### src/rtl/min_cost_select.sv
// Open-set minimum selector: sweeps the node-cost queue and reports the lowest non-INVALID cost and its address.
// Optional macro CLOSE_ON_SELECT_EN adds a CLOSE state that writes INVALID back to the selected entry.
module min_cost_select #(
    parameter int DATA_WIDTH = 8,
    parameter int ADDR_WIDTH = 4
) (
    input  logic                  clk,
    input  logic                  rst_n,
    input  logic                  start,
    output logic                  busy,
    output logic                  done,
    output logic                  found,
    output logic [DATA_WIDTH-1:0] min_cost,
    output logic [ADDR_WIDTH-1:0] min_addr,
    output logic [ADDR_WIDTH-1:0] mem_addr,
    input  logic [DATA_WIDTH-1:0] mem_data,
    output logic                  mem_we,
    output logic [DATA_WIDTH-1:0] mem_wdata
);

    localparam int N     = 1 << ADDR_WIDTH;
    localparam int CNT_W = ADDR_WIDTH + 1;
    localparam logic [DATA_WIDTH-1:0] INVALID = '1;
    localparam logic [CNT_W-1:0]      LAST    = CNT_W'(N - 1);

    typedef enum logic [2:0] {
        ST_IDLE,
        ST_SCAN,
        ST_DRAIN,
`ifdef CLOSE_ON_SELECT_EN
        ST_CLOSE,
`endif
        ST_DONE
    } state_t;

    function automatic logic is_open(input logic [DATA_WIDTH-1:0] cost);
        return cost != INVALID;
    endfunction

    state_t                state_q, state_d;
    logic [CNT_W-1:0]      cnt_q, cnt_d;
    logic [ADDR_WIDTH-1:0] mem_addr_q, mem_addr_d;
    logic                  busy_q, busy_d;
    logic                  done_q, done_d;
    logic                  found_q, found_d;
    logic [DATA_WIDTH-1:0] min_cost_q, min_cost_d;
    logic [ADDR_WIDTH-1:0] min_addr_q, min_addr_d;
    logic                  vld_p1_q, vld_p1_d;
    logic [ADDR_WIDTH-1:0] addr_p1_q;
    logic [DATA_WIDTH-1:0] run_cost_q, run_cost_d;
    logic [ADDR_WIDTH-1:0] run_addr_q, run_addr_d;
    logic                  run_found_q, run_found_d;
`ifdef CLOSE_ON_SELECT_EN
    logic                  mem_we_q, mem_we_d;
`endif

    // Compare stage: mem_data pairs with addr_p1_q, the address issued one cycle earlier.
    always_comb begin
        run_cost_d  = run_cost_q;
        run_addr_d  = run_addr_q;
        run_found_d = run_found_q;
        if (state_q == ST_IDLE && start) begin
            run_cost_d  = INVALID;
            run_addr_d  = '0;
            run_found_d = 1'b0;
        end else if (vld_p1_q && is_open(mem_data)) begin
            run_found_d = 1'b1;
            if (mem_data < run_cost_q) begin
                run_cost_d = mem_data;
                run_addr_d = addr_p1_q;
            end
        end
    end

    always_comb begin
        state_d    = state_q;
        cnt_d      = cnt_q;
        mem_addr_d = '0;
        busy_d     = busy_q;
        done_d     = 1'b0;
        found_d    = found_q;
        min_cost_d = min_cost_q;
        min_addr_d = min_addr_q;
        vld_p1_d   = (state_q == ST_SCAN);
`ifdef CLOSE_ON_SELECT_EN
        mem_we_d   = 1'b0;
`endif
        case (state_q)
            ST_IDLE: begin
                if (start) begin
                    state_d = ST_SCAN;
                    cnt_d   = '0;
                    busy_d  = 1'b1;
                end
            end
            ST_SCAN: begin
                if (cnt_q == LAST) begin
                    state_d = ST_DRAIN;
                end else begin
                    cnt_d      = cnt_q + CNT_W'(1);
                    mem_addr_d = cnt_q[ADDR_WIDTH-1:0] + ADDR_WIDTH'(1);
                end
            end
`ifdef CLOSE_ON_SELECT_EN
            // Final compare lands this cycle, so the write-back uses the next running values.
            ST_DRAIN: begin
                state_d    = ST_CLOSE;
                mem_we_d   = run_found_d;
                mem_addr_d = run_found_d ? run_addr_d : '0;
            end
            ST_CLOSE: begin
                state_d    = ST_DONE;
                done_d     = 1'b1;
                found_d    = run_found_q;
                min_cost_d = run_cost_q;
                min_addr_d = run_addr_q;
            end
`else
            ST_DRAIN: begin
                state_d    = ST_DONE;
                done_d     = 1'b1;
                found_d    = run_found_d;
                min_cost_d = run_cost_d;
                min_addr_d = run_addr_d;
            end
`endif
            ST_DONE: begin
                state_d = ST_IDLE;
                busy_d  = 1'b0;
            end
            default: begin
                state_d = ST_IDLE;
                busy_d  = 1'b0;
            end
        endcase
    end

    always_ff @(posedge clk or negedge rst_n) begin
        if (!rst_n) begin
            state_q    <= ST_IDLE;
            cnt_q      <= '0;
            mem_addr_q <= '0;
            busy_q     <= 1'b0;
            done_q     <= 1'b0;
            found_q    <= 1'b0;
            min_cost_q <= '0;
            min_addr_q <= '0;
            vld_p1_q   <= 1'b0;
`ifdef CLOSE_ON_SELECT_EN
            mem_we_q   <= 1'b0;
`endif
        end else begin
            state_q    <= state_d;
            cnt_q      <= cnt_d;
            mem_addr_q <= mem_addr_d;
            busy_q     <= busy_d;
            done_q     <= done_d;
            found_q    <= found_d;
            min_cost_q <= min_cost_d;
            min_addr_q <= min_addr_d;
            vld_p1_q   <= vld_p1_d;
`ifdef CLOSE_ON_SELECT_EN
            mem_we_q   <= mem_we_d;
`endif
        end
    end

    // Datapath registers carry no reset; a scan start always reinitialises them.
    always_ff @(posedge clk) begin
        addr_p1_q   <= mem_addr_q;
        run_cost_q  <= run_cost_d;
        run_addr_q  <= run_addr_d;
        run_found_q <= run_found_d;
    end

    assign busy      = busy_q;
    assign done      = done_q;
    assign found     = found_q;
    assign min_cost  = min_cost_q;
    assign min_addr  = min_addr_q;
    assign mem_addr  = mem_addr_q;
    assign mem_wdata = INVALID;
`ifdef CLOSE_ON_SELECT_EN
    assign mem_we    = mem_we_q;
`else
    assign mem_we    = 1'b0;
`endif

endmodule

### config.mk
export PLATFORM = sky130hd
export DESIGN_NAME = min_cost_select
export DESIGN_NICKNAME = d
export VERILOG_FILES = /design/src/rtl/min_cost_select.sv
export SDC_FILE = /design/constraint.sdc
export NUM_CORES = 1
export LEC_CHECK = 0
export BUFFER_PORTS_ARGS = -buffer_cell sky130_fd_sc_hd__buf_2
export CAP_MARGIN = 20
export CORE_ASPECT_RATIO = 0.9
export CORE_MARGIN = 2
export CORE_UTILIZATION = 55
export DETAILED_ROUTE_END_ITERATION = 6
export GPL_ROUTABILITY_DRIVEN = 0
export HOLD_SLACK_MARGIN = 0.1
export PLACE_DENSITY = 0.84
export SLEW_MARGIN = 30
export SYNTH_ARGS = -nofsm -noshare
export SYNTH_HDL_FRONTEND = slang
export SYNTH_SLANG_ARGS = --single-unit
### constraint.sdc
create_clock -name clk -period 2.1 [get_ports clk]
set_clock_uncertainty 0.1 [all_clocks]
set_input_delay 0.105 -clock clk [delete_from_list [all_inputs] [get_ports clk]]
set_output_delay 0.105 -clock clk [all_outputs]
set_load 0.05 [all_outputs]
# [Word level (Yosys, flattened, before mapping)]
# Cells that the tools add are included.
[totals] ff_bits=45 in_bits=11 out_inout_bits=28
[classes] n_addsub=2 n_lt_le_gt_ge=1 n_eq_ne=7 n_mux=19 bitwise=1 reduce_logical=8
[ops] operator="$mux 8" n=3
[ops] operator="$mux 4" n=5
[ops] operator="$mux 5" n=2
[ops] operator="$pmux 5 s2" n=1
[ops] operator="$pmux 3 s3" n=1
[ops] operator="$lt 8x8->1" n=1
[ops] operator="$ne 8x8->1 const B" n=1
[ops] operator="$mux 3" n=2
[ops] operator="$add 5x1->5 const B" n=1
[ops] operator="$eq 5x4->1 const B" n=1
[ops] operator="$add 4x1->4 const B" n=1
[ops] operator="$mux 1" n=4
[ops] operator="$ne 2x2->1 const B" n=2
[ops] operator="$reduce_and 2->1" n=2
[ops] operator="$eq 3x1->1 const B" n=1
[ops] operator="$eq 3x2->1 const B" n=1
[ops] operator="$logic_not 3->1" n=1
[ops] operator="$reduce_and 3->1" n=1
[ops] operator="$logic_and 1x1->1" n=2
[ops] operator="$ne 2x1->1 const B" n=1
[ops] operator="$pmux 1 s2" n=1
[ops] operator="$reduce_bool 2->1" n=1
[ops] operator="$reduce_or 2->1" n=1
[ops] operator="$not 1->1" n=1

# [Longest topological paths before layout]
# Gate-level depths: netlist of the first run.
[depth] ltp_word=4 mapped_depth=8 mapped_depth_nobuf=7

# [Worst setup path before layout of the first run]
# Ideal clock, no wire load.
[synth_path] path_type="flip-flop to flip-flop" from="reg run_cost_q[5]" to="reg min_addr_q[0] (netlist: min_addr[0])" arrival_time_ns=1.626 slack_ns=0.231 stages_incl_launch_ff=9 path_buffers=1 path_cell_list="dfxtp_1 -> inv_1 -> ha_1 -> a211oi_2 -> nor2_1 -> or3_4 -> buf_6 -> nor2_4 -> o221ai_1"
[synth_via] elab_chain_cells=4
[synth_lines] item="start: declaration" line="50" source="logic [DATA_WIDTH-1:0] run_cost_q, run_cost_d;"
[synth_lines] item="start signal: assignment" line="171" source="run_cost_q <= run_cost_d;"
[synth_lines] item="$lt 8x8->1" line="68" source="if (mem_data < run_cost_q) begin"
[synth_lines] item="$mux 4" line="68"
[synth_lines] item="$mux 4" line="66" source="end else if (vld_p1_q && is_open(mem_data)) begin"
[synth_lines] item="$mux 4" line="62" source="if (state_q == ST_IDLE && start) begin"
[synth_lines] item="end signal: assignment" line="160" source="min_addr_q <= min_addr_d;"
[synth_lines] item="end: declaration" line="47" source="logic [ADDR_WIDTH-1:0] min_addr_q, min_addr_d;"
# No other way between the ends.
# A chain may end at the register's enable or synchronous reset.

# [Worst setup path in the final report of the first run]
[layout_path] from="in mem_data[6]" to="reg min_cost_q[1] (netlist: min_cost[1])"
[layout_via] elab_chain_cells=4
[layout_lines] item="start: declaration" line="16" source="input logic [DATA_WIDTH-1:0] mem_data,"
[layout_lines] item="$lt 8x8->1 / $ne 8x8->1 (equally long branches)" line="68, 37"
[layout_lines] item="$mux 8 / $logic_and 1x1->1 (equally long branches)" line="68, 66"
[layout_lines] item="$mux 8 (*)" line="66"
[layout_lines] item="$mux 8 (*)" line="62"
[layout_lines] item="end signal: assignment" line="159" source="min_cost_q <= min_cost_d;"
[layout_lines] item="end: declaration" line="46" source="logic [DATA_WIDTH-1:0] min_cost_q, min_cost_d;"
# Every way passes the cells marked *; elsewhere a longest branch is shown, timed or not.

==> metrics, run 1 <==
# diodes 0; worst min-delay path category in -> async; Reg2Reg Capture Point min_cost[1]; Seq/Total Area, Yosys 48.3%; Yosys warnings 0; r2r worst-path depth 7; Chip Height 62.7 um; I/O pin count 39; crit-path max FO 7; pin count of the biggest net entering global routing 28; final hold slack between 0.2 and 0.25 ns; Layout area overhead 18.3%; DRT Pass-1 Iters 4; hpwl dp approximately 2900 um; delay-heaviest family, CP buffers and inverters; slowest CP cell dlygate4sd3_1; Req. time, crit path 2.17 ns; gr ovfl total 0; worst-path cell chain dlygate4sd3_1 -> buf_2 -> ha_1 -> o21ai_0 -> nor2_1 -> or3_4 -> o21ai_1 -> a31oi_1; post-synthesis cell area 0.00210 mm2; Synth cell types 38; pwr dens 1490 mW/mm2; H-tree depth 2; Post-Syn Instances 221; initial DRC count 94; Critical Setup Path Class in -> reg; total power between 3 and 4 mW; Lkg Pwr between 1 and 1.5 nW; final hold violations 0; All-Layer GR Usage 20.9%; Async SR Flop Fraction 61.4%; finished layout cell area 0.00249 mm2; placed cell count 292; CP max stage delay 0.53 ns; Worst Tran Pin Value 0.613 ns; Final Max Slew Viols 0; number of global-route vias before repair ~1.6k; Layout fillers just under 300; first-pass GRT wire length 7200 um; Peak supply drop 736 uV; startpoint types input pin; status finished, violations left; Clk Latency, worst-skew pair about 0.31 ns; final setup fails 2; core area 0.00370 mm2; wire length per cell 13.8 um; vias 1,748; #FFs+latches synth 44; Post-synth top flop dfrtp_1; Crit. End Element flop; ANT nets after route 0; final setup margin -0.00664 ns; vias per inst 5.58; CP Data Arrival Time 2.18 ns; Die Area 0.00433 mm2; commonest non-fill, non-tap cell in the layout buf_2; fin cells 313; width of the die 69.2 um; RSZ-0062 raised after global routing yes; Initial Utilization 56.7%; Root Buffer clkbuf_8; CP Buf/Inv Count 2; violated checks setup timing; critical path depth 8; # DRC 0; # clock sinks 44; register-to-register setup slack 0.06 ns; worst r2r src run_cost_q[5]; f_max 0.475 GHz; Final #Nets 290; total of max-cap violations 0; initial antenna violation count 0; post-layout min period 2.11 ns; commonest non-fill, non-tap cells in the layout buf_2, dfrtp_1, nand3_1; number of synthesized flops with an enable pin 0; syn avg cell area between 9 and 10 um2; CTS tree done; slew margin rel. between 50% and 60%; # rows 21; total CTS buffers 5; area post-placement 0.00226 mm2; clock slew at reported path FFs 0.09 ns; final wirelength 4310 um; CTS Buffer Depth 2; buffers added on ports 29; proportion of layout cells with a drive suffix above 1 21.7%; period utilization 100%; setup TNS -0.00825 ns
-- power breakdown --
| group | internal [mW] | total, mW | switching, mW |
|---|---|---|---|
| Sequential | 1.14 | 1.30 | 0.165 |
| Clock | 0.300 | 0.577 | 0.277 |
| Combinational | 0.572 | 1.82 | 1.25 |
-- flip-flops by register name, summed over array words and instances (netlist names) --
register,cells
mem_addr,4
run_found_q,1
run_addr_q,4
state_q,2
found,1
min_cost,8
run_cost_q,8
done,1
min_addr,4
addr_p1_q,4
cnt_q,5
vld_p1_q,1
busy,1
-- repair_timing --
| item | in CTS | in global routing |
|---|---|---|
| resized for setup | 1 | 4 |
| gates cloned | 0 | 1 |
| setup endpoints to repair | 1 | 20 |
| hold endpoints to repair | 45 | 0 |
| buffers inserted | 0 | 2 |
| hold buffers | 10 | 0 |
| pin swaps | 0 | 1 |
-- synthesized netlist by cell type, drive strengths merged, types with 2 or more instances --
library cell	number	area, um2
dfrtp	27	676
nand3	21	105
nor2	21	86.3
o21ai	21	124
inv	18	67.6
dfxtp	17	340
buf	14	111
ha	13	163
a21oi	12	60.1
nand2	10	37.5
a31oi	8	50.1
nand4	7	43.8
clkbuf	4	15.0
o221ai	4	35.0
and2	3	18.8
nor3	3	20.0
a21o	2	15.0
a22oi	2	15.0
conb	2	7.51
-- area by class of cell --
type | count | area, um2 | share of cell area (%)
repair buffers | 48 | 313 | 12.6
clock buffers | 8 | 100 | 4.02
well taps | 46 | 57.6 | 2.31
multi-input cells | 149 | 933 | 37.5
inverters | 18 | 67.6 | 2.72
flip-flops and latches | 44 | 1020 | 40.8
-- metal layers --
| layer | share of wire (%) | routed length, um | track usage, % |
|---|---|---|---|
| met1 | 43 | 1850 | 26.3 |
| met2 | 48 | 2050 | 33.1 |
| met3 | 7.3 | 316 | 6.45 |
| met4 | 2.1 | 91 | 9.31 |
| met5 | 0 | 0 | 0 |
-- worst max path at each step --
stage / from / end / slack, ns
6_report: mem_data[6] / min_cost[1] / -0.007
2_1_floorplan: run_cost_q[5] / min_addr[0] / 0.23
4_1_cts: run_cost_q[5] / min_cost[1] / 0.004
5_1_grt: mem_data[6] / min_addr[2] / -0.11
3_3_place_gp: run_cost_q[5] / min_cost[1] / 0.14
3_5_place_dp: run_cost_q[5] / min_cost[7] / 0.003
-- stage by stage --
step                      util, %  setup WS (ns)
after global placement       60.9          0.140
after CTS                    66.3        0.00440
after floorplan                 -          0.231
after detailed placement     60.9        0.00287
after global routing         67.1         -0.113
final                        67.1       -0.00664
-- worst reg2reg max path: stages (launching register included) --
cell	delay [ns]
dfxtp_1	0.36
inv_1	0.06
ha_1	0.31
a211oi_2	0.22
nor2_1	0.11
or3_4	0.46
o21ai_1	0.19
a31oi_1	0.11
-- kinds of logic after synthesis --
family	count (synthesis)	share of synthesized area, %
AOI/OAI and AO/OA	53	16.2
xor gates and xnor gates	2	0.833
adders and majority gates	13	7.74
buffers and inverters	36	9.23
DFF	44	48.3
muxes	2	1.01
other	2	0.357
and+or+nand+nor	69	16.3
No activity file was read; power rests on OpenSTA's default activity.
==> inputs of run 2 (changes only) <==
Settings changed: CORE_UTILIZATION 55 to 50, PLACE_DENSITY 0.84 to 0.78.
Clock period 2.1 ns to 2.6 ns, I/O delays scaled along.
==> run 2 against run 1 <==
- the flow now finishes without violations
- largest power group unchanged
- register-to-register slack improved by 0.38 ns
- largest cell class unchanged
- sequential share of layout area increased by 0.48 points
- die area increased by 9.4%
- combinational power decreased by 22%
- setup slack improved by 0.32 ns
- utilization decreased by 6.4 points
- final area decreased by 1.2%
- critical path depth unchanged
==> metrics, run 2 (synthesis gave the netlist of run 1 again) <==
Root Buffer clkbuf_8; Final #Nets about 280; sequential share of power 35.0%; wire length per cell 13.9 um; combinational share of power between 40% and 50%; register-to-register setup slack 0.44 ns; final wirelength 4280 um; I/O pin count 39; final hold violations 0; Critical Setup Path Class in -> reg; PostCTS Resize Cnt 0; Req. time, crit path 2.66 ns; crit-path max FO 13; # DRC 0; total CTS buffers 5; initial antenna violation count 0; # clock sinks 44; switching share of power 45.2%; # rows 22; H-tree depth 2; crit path from mem_data[5]; Reg2Reg Capture Point min_cost[0]; pin count of the biggest net entering global routing 28; CP max stage delay 0.53 ns; CTS Buffer Depth 2; post-layout min period 2.28 ns; vias ~1.7k; width of the die 72.3 um; ANT nets after route 0; Clk Latency, worst-skew pair 0.30 ns; All-Layer GR Usage 20.6%; r2r worst-path depth 7; DRT Pass-1 Iters 4; startpoint types input pin; Lkg Pwr 1.15 nW; slew margin rel. 58.0%; CTS tree done; final setup fails 0; final core utilization 60.8%; initial DRC count 125; f_max 0.438 GHz; crit path to min_cost[0]; gr ovfl total 0; proportion of layout cells with a drive suffix above 1 roughly 20%; Pint 1.64 mW; # diodes 0; hpwl dp about 2900 um; Die Area 0.00474 mm2; total of max-cap violations 0; period utilization 87.9%; status complete, no violations; setup TNS 0 ns; slowest CP cell dlygate4sd3_1; Worst Tran Pin Value 0.630 ns; first-pass GRT wire length around 7600 um; Final Max Slew Viols 0; worst r2r src run_cost_q[5]; commonest non-fill, non-tap cells in the layout buf_2, dfrtp_1, nand3_1; vias per inst between 5 and 6; worst min-delay path category reg -> reg; buffers added on ports 29; Peak supply drop 606 uV; Layout area overhead 17.0%; CP Data Arrival Time 2.34 ns; Clk network pwr share 17.6%; Initial Utilization about half; core area between 0.004 and 0.005 mm2; number of global-route vias before repair 1,604; Switch Pwr 1.36 mW; clock slew at reported path FFs around 0.080 ns; worst-path cell chain dlygate4sd3_1 -> buf_2 -> ha_1 -> a211oi_2 -> nor2_1 -> or3_4 -> o21ai_0 -> a31oi_1; Crit. End Element flop; commonest non-fill, non-tap cell in the layout buf_2; pwr dens 1220 mW/mm2; Chip Height 65.5 um; RSZ-0062 raised after global routing no
-- run 2: layout make-up --
type | count | area, um2
tap | 48 | 60.1
inverter | 18 | 67.6
clock buffer | 8 | 121
timing repair buffer | 43 | 275
multi-input combinational | 148 | 918
sequential | 44 | 1020
fill | 348 | 1590
-- run 2: per-layer routing --
metal  GRT usage [%]  part of all wire, %  vias to the layer above
li1                -                    -                      826
met2            32.6                   46                       64
met5               0                    0                        -
met4            6.13                  1.5                        0
met1            27.5                   45                      759
met3            5.83                  7.5                        9
-- run 2: worst max-delay path: cells and delay by family --
| family | cells | cell delay, ns |
|---|---|---|
| AND/OR/NAND/NOR | 2 | 0.58 |
| buffers and inverters | 2 | 0.67 |
| adder cells (fa/ha/maj) | 1 | 0.31 |
| AO/OA/AOI/OAI | 3 | 0.65 |
-- run 2: how the worst min path moves through the flow --
stage                     cells after the start  slack, ns      endpoint   startpoint
after floorplan                               0      -0.27          busy        rst_n
final                                         0       0.26  addr_p1_q[2]  mem_addr[2]
after global placement                        1       0.08         found        rst_n
after detailed placement                      1       0.09          done        rst_n
after CTS                                     0       0.27  addr_p1_q[2]  mem_addr[2]
after global routing                          0       0.29  addr_p1_q[2]  mem_addr[2]
-- run 2: per-stage QoR --
step	setup WS, ns	instances	area (um2)	hold slack, ns	power, mW
3_3_place_gp	0.595	291	2240	0.0846	2.43
4_1_cts	0.389	309	2460	0.267	3.01
2_1_floorplan	0.731	228	2130	-0.266	2.17
3_5_place_dp	0.501	291	2240	0.0879	2.47
6_report	0.316	309	2460	0.265	3.00
5_1_grt	0.208	309	2460	0.288	3.22
-- run 2: repair_timing --
| action | CTS | global route |
|---|---|---|
| setup buffers | 0 | 0 |
| endpoints found under the hold margin | 45 | 0 |
| hold buffers | 10 | 0 |
-- run 2: power groups by stage --
stage	clock network (mW)	logic, mW	registers (mW)
floorplan	0	0.784	1.39
global placement	0	1.37	1.06
global route	0.574	1.57	1.08
detailed placement	0	1.41	1.06
finish	0.529	1.42	1.05
CTS	0.537	1.42	1.05
==> inputs of run 3 (changes only) <==
==> constraint.sdc (replaced) <==
create_clock -name clk -period 2.6 [get_ports clk]
set_clock_uncertainty 0.1 [all_clocks]
set_input_delay 0.39 -clock clk [delete_from_list [all_inputs] [get_ports clk]]
set_output_delay 0.39 -clock clk [all_outputs]
set_load 0.05 [all_outputs]
==> run 3 against run 2 <==
- register-to-register slack improved by 0.04 ns
- final cell count decreased by 2.6%
- power down 2.8%
- hold slack got worse by 0.0042 ns
- setup slack improved by 0.17 ns
- global-route usage down 1.1 points
- combinational power about the same
- highest routed layer unchanged
==> metrics, run 3 (synthesis gave the netlist of run 1 again) <==
initial DRC count 106; Root Buffer clkbuf_8; number of global-route vias before repair 1,547; Req. time, crit path 2.67 ns; DRT Pass-1 Iters 4; routed wl met3 217 um; CP max stage delay between 0.4 and 0.5 ns; total CTS buffers 5; worst min-delay path category reg -> reg; CTS Buffer Depth 2; placed cell count 292; clock slew at reported path FFs ~0.080 ns; Layout area overhead 12.0%; pwr dens 1240 mW/mm2; initial antenna violation count 0; commonest non-fill, non-tap cells in the layout buf_2, dfrtp_1, nand3_1; Pint 1.58 mW; Setup WS pre-CTS 0.376 ns; post-layout min period about 2.1 ns; worst-path cell chain inv_1 -> ha_1 -> a211oi_2 -> nor2_1 -> or3_4 -> o21ai_0 -> a31oi_1; final hold slack 0.261 ns; f_max 0.472 GHz; slowest CP cell or3_4; finished layout cell area 0.00235 mm2; H-tree depth 2; startpoint types flop; I/O pin count 39; Clk network pwr share 16.1%; switching share of power 45.9%; final setup fails 0; area post-placement 0.00224 mm2; # diodes 0; combinational share of power a little under half; final core utilization 58.2%; Die Area between 0.004 and 0.005 mm2; final setup margin 0.481 ns; Crit. End Element flop; proportion of layout cells with a drive suffix above 1 20.6%; vias 1,638; slew margin rel. 58.7%; delay-heaviest family, CP compound AO/OA/AOI/OAI gates; Critical Setup Path Class reg -> reg; ANT nets after route 0; # DRC 0; CTS tree done; Lkg Pwr 1.11 nW; setup TNS 0 ns; vias per inst 5.44; # clock sinks 44; total power just under 3 mW; # rows 22; Clk Latency, worst-skew pair 0.31 ns; pin count of the biggest net entering global routing 28; total of max-cap violations 0; first-pass GRT wire length 7050 um; wire length per cell between 10 and 15 um; crit-path max FO 13; Chip Height approximately 66 um; final wirelength between 4000 and 5000 um; Initial Utilization 51.9%; final hold violations 0; status complete, no violations; Final #Nets 276; hpwl dp 2880 um; top layer in use met4; Post-CTS Setup Inserts 0; Peak supply drop 619 uV; width of the die 72.3 um; gr ovfl total 0; core area a little over 0.004 mm2; commonest non-fill, non-tap cell in the layout buf_2; CP Data Arrival Time 2.19 ns; metal2 WL 1920 um; All-Layer GR Usage between 10% and 20%; RSZ-0062 raised after global routing no; sequential share of power a little over a third; CP Buf/Inv Count 1; Switch Pwr 1.34 mW; period utilization about four fifths; Final Max Slew Viols 0; buffers added on ports 29; Worst Tran Pin Value 0.619 ns; fin cells roughly 300; DRT met1 WL 1870 um
run 3: cell types whose count changed in the layout (fill, tap and decap cells not counted):
cell	change
buf_4	+1
clkbuf_1	+1
clkbuf_16	-1
dlygate4sd3_1	-9
run 3: timing repair:
action                    CTS  global route
gates resized for setup     0             0
hold endpoints to repair   27             0
hold buffers                1             0
run 3: routing by layer:
metal  vias to the layer above  track usage (%)
met3                         7             4.60
met2                        37             31.3
li1                        819                -
met5                         -                0
met4                         0             8.73
met1                       775             25.0
run 3: final timing paths:
kind | start | endpoint | slack [ns] | depth (start not counted)
min reg2reg | mem_addr[2] | addr_p1_q[2] | 0.26 | 0
max | run_cost_q[5] | min_cost[7] | 0.48 | 7
min | mem_addr[2] | addr_p1_q[2] | 0.26 | 0
max in group asynchronous | rst_n | mem_addr[1] | 1.45 | 2
max reg2reg | run_cost_q[5] | min_cost[7] | 0.48 | 7
min in group asynchronous | rst_n | min_cost[0] | 0.53 | 2
run 3: power by group through the flow:
stage	Combinational, mW	Clock [mW]	Sequential [mW]
5_1_grt	1.53	0.506	1.08
4_1_cts	1.41	0.479	1.05
3_5_place_dp	1.40	0	1.06
2_1_floorplan	0.784	0	1.39
6_report	1.40	0.468	1.05
3_3_place_gp	1.37	0	1.06
run 3: layout make-up:
class                           count  area (um2)
Fill cell                         372        1690
Sequential cell                    44        1020
Multi-Input combinational cell    148         918
Timing Repair Buffer               35         193
Clock buffer                        8         100
Inverter                           18        67.6
Tap cell                           48        60.1
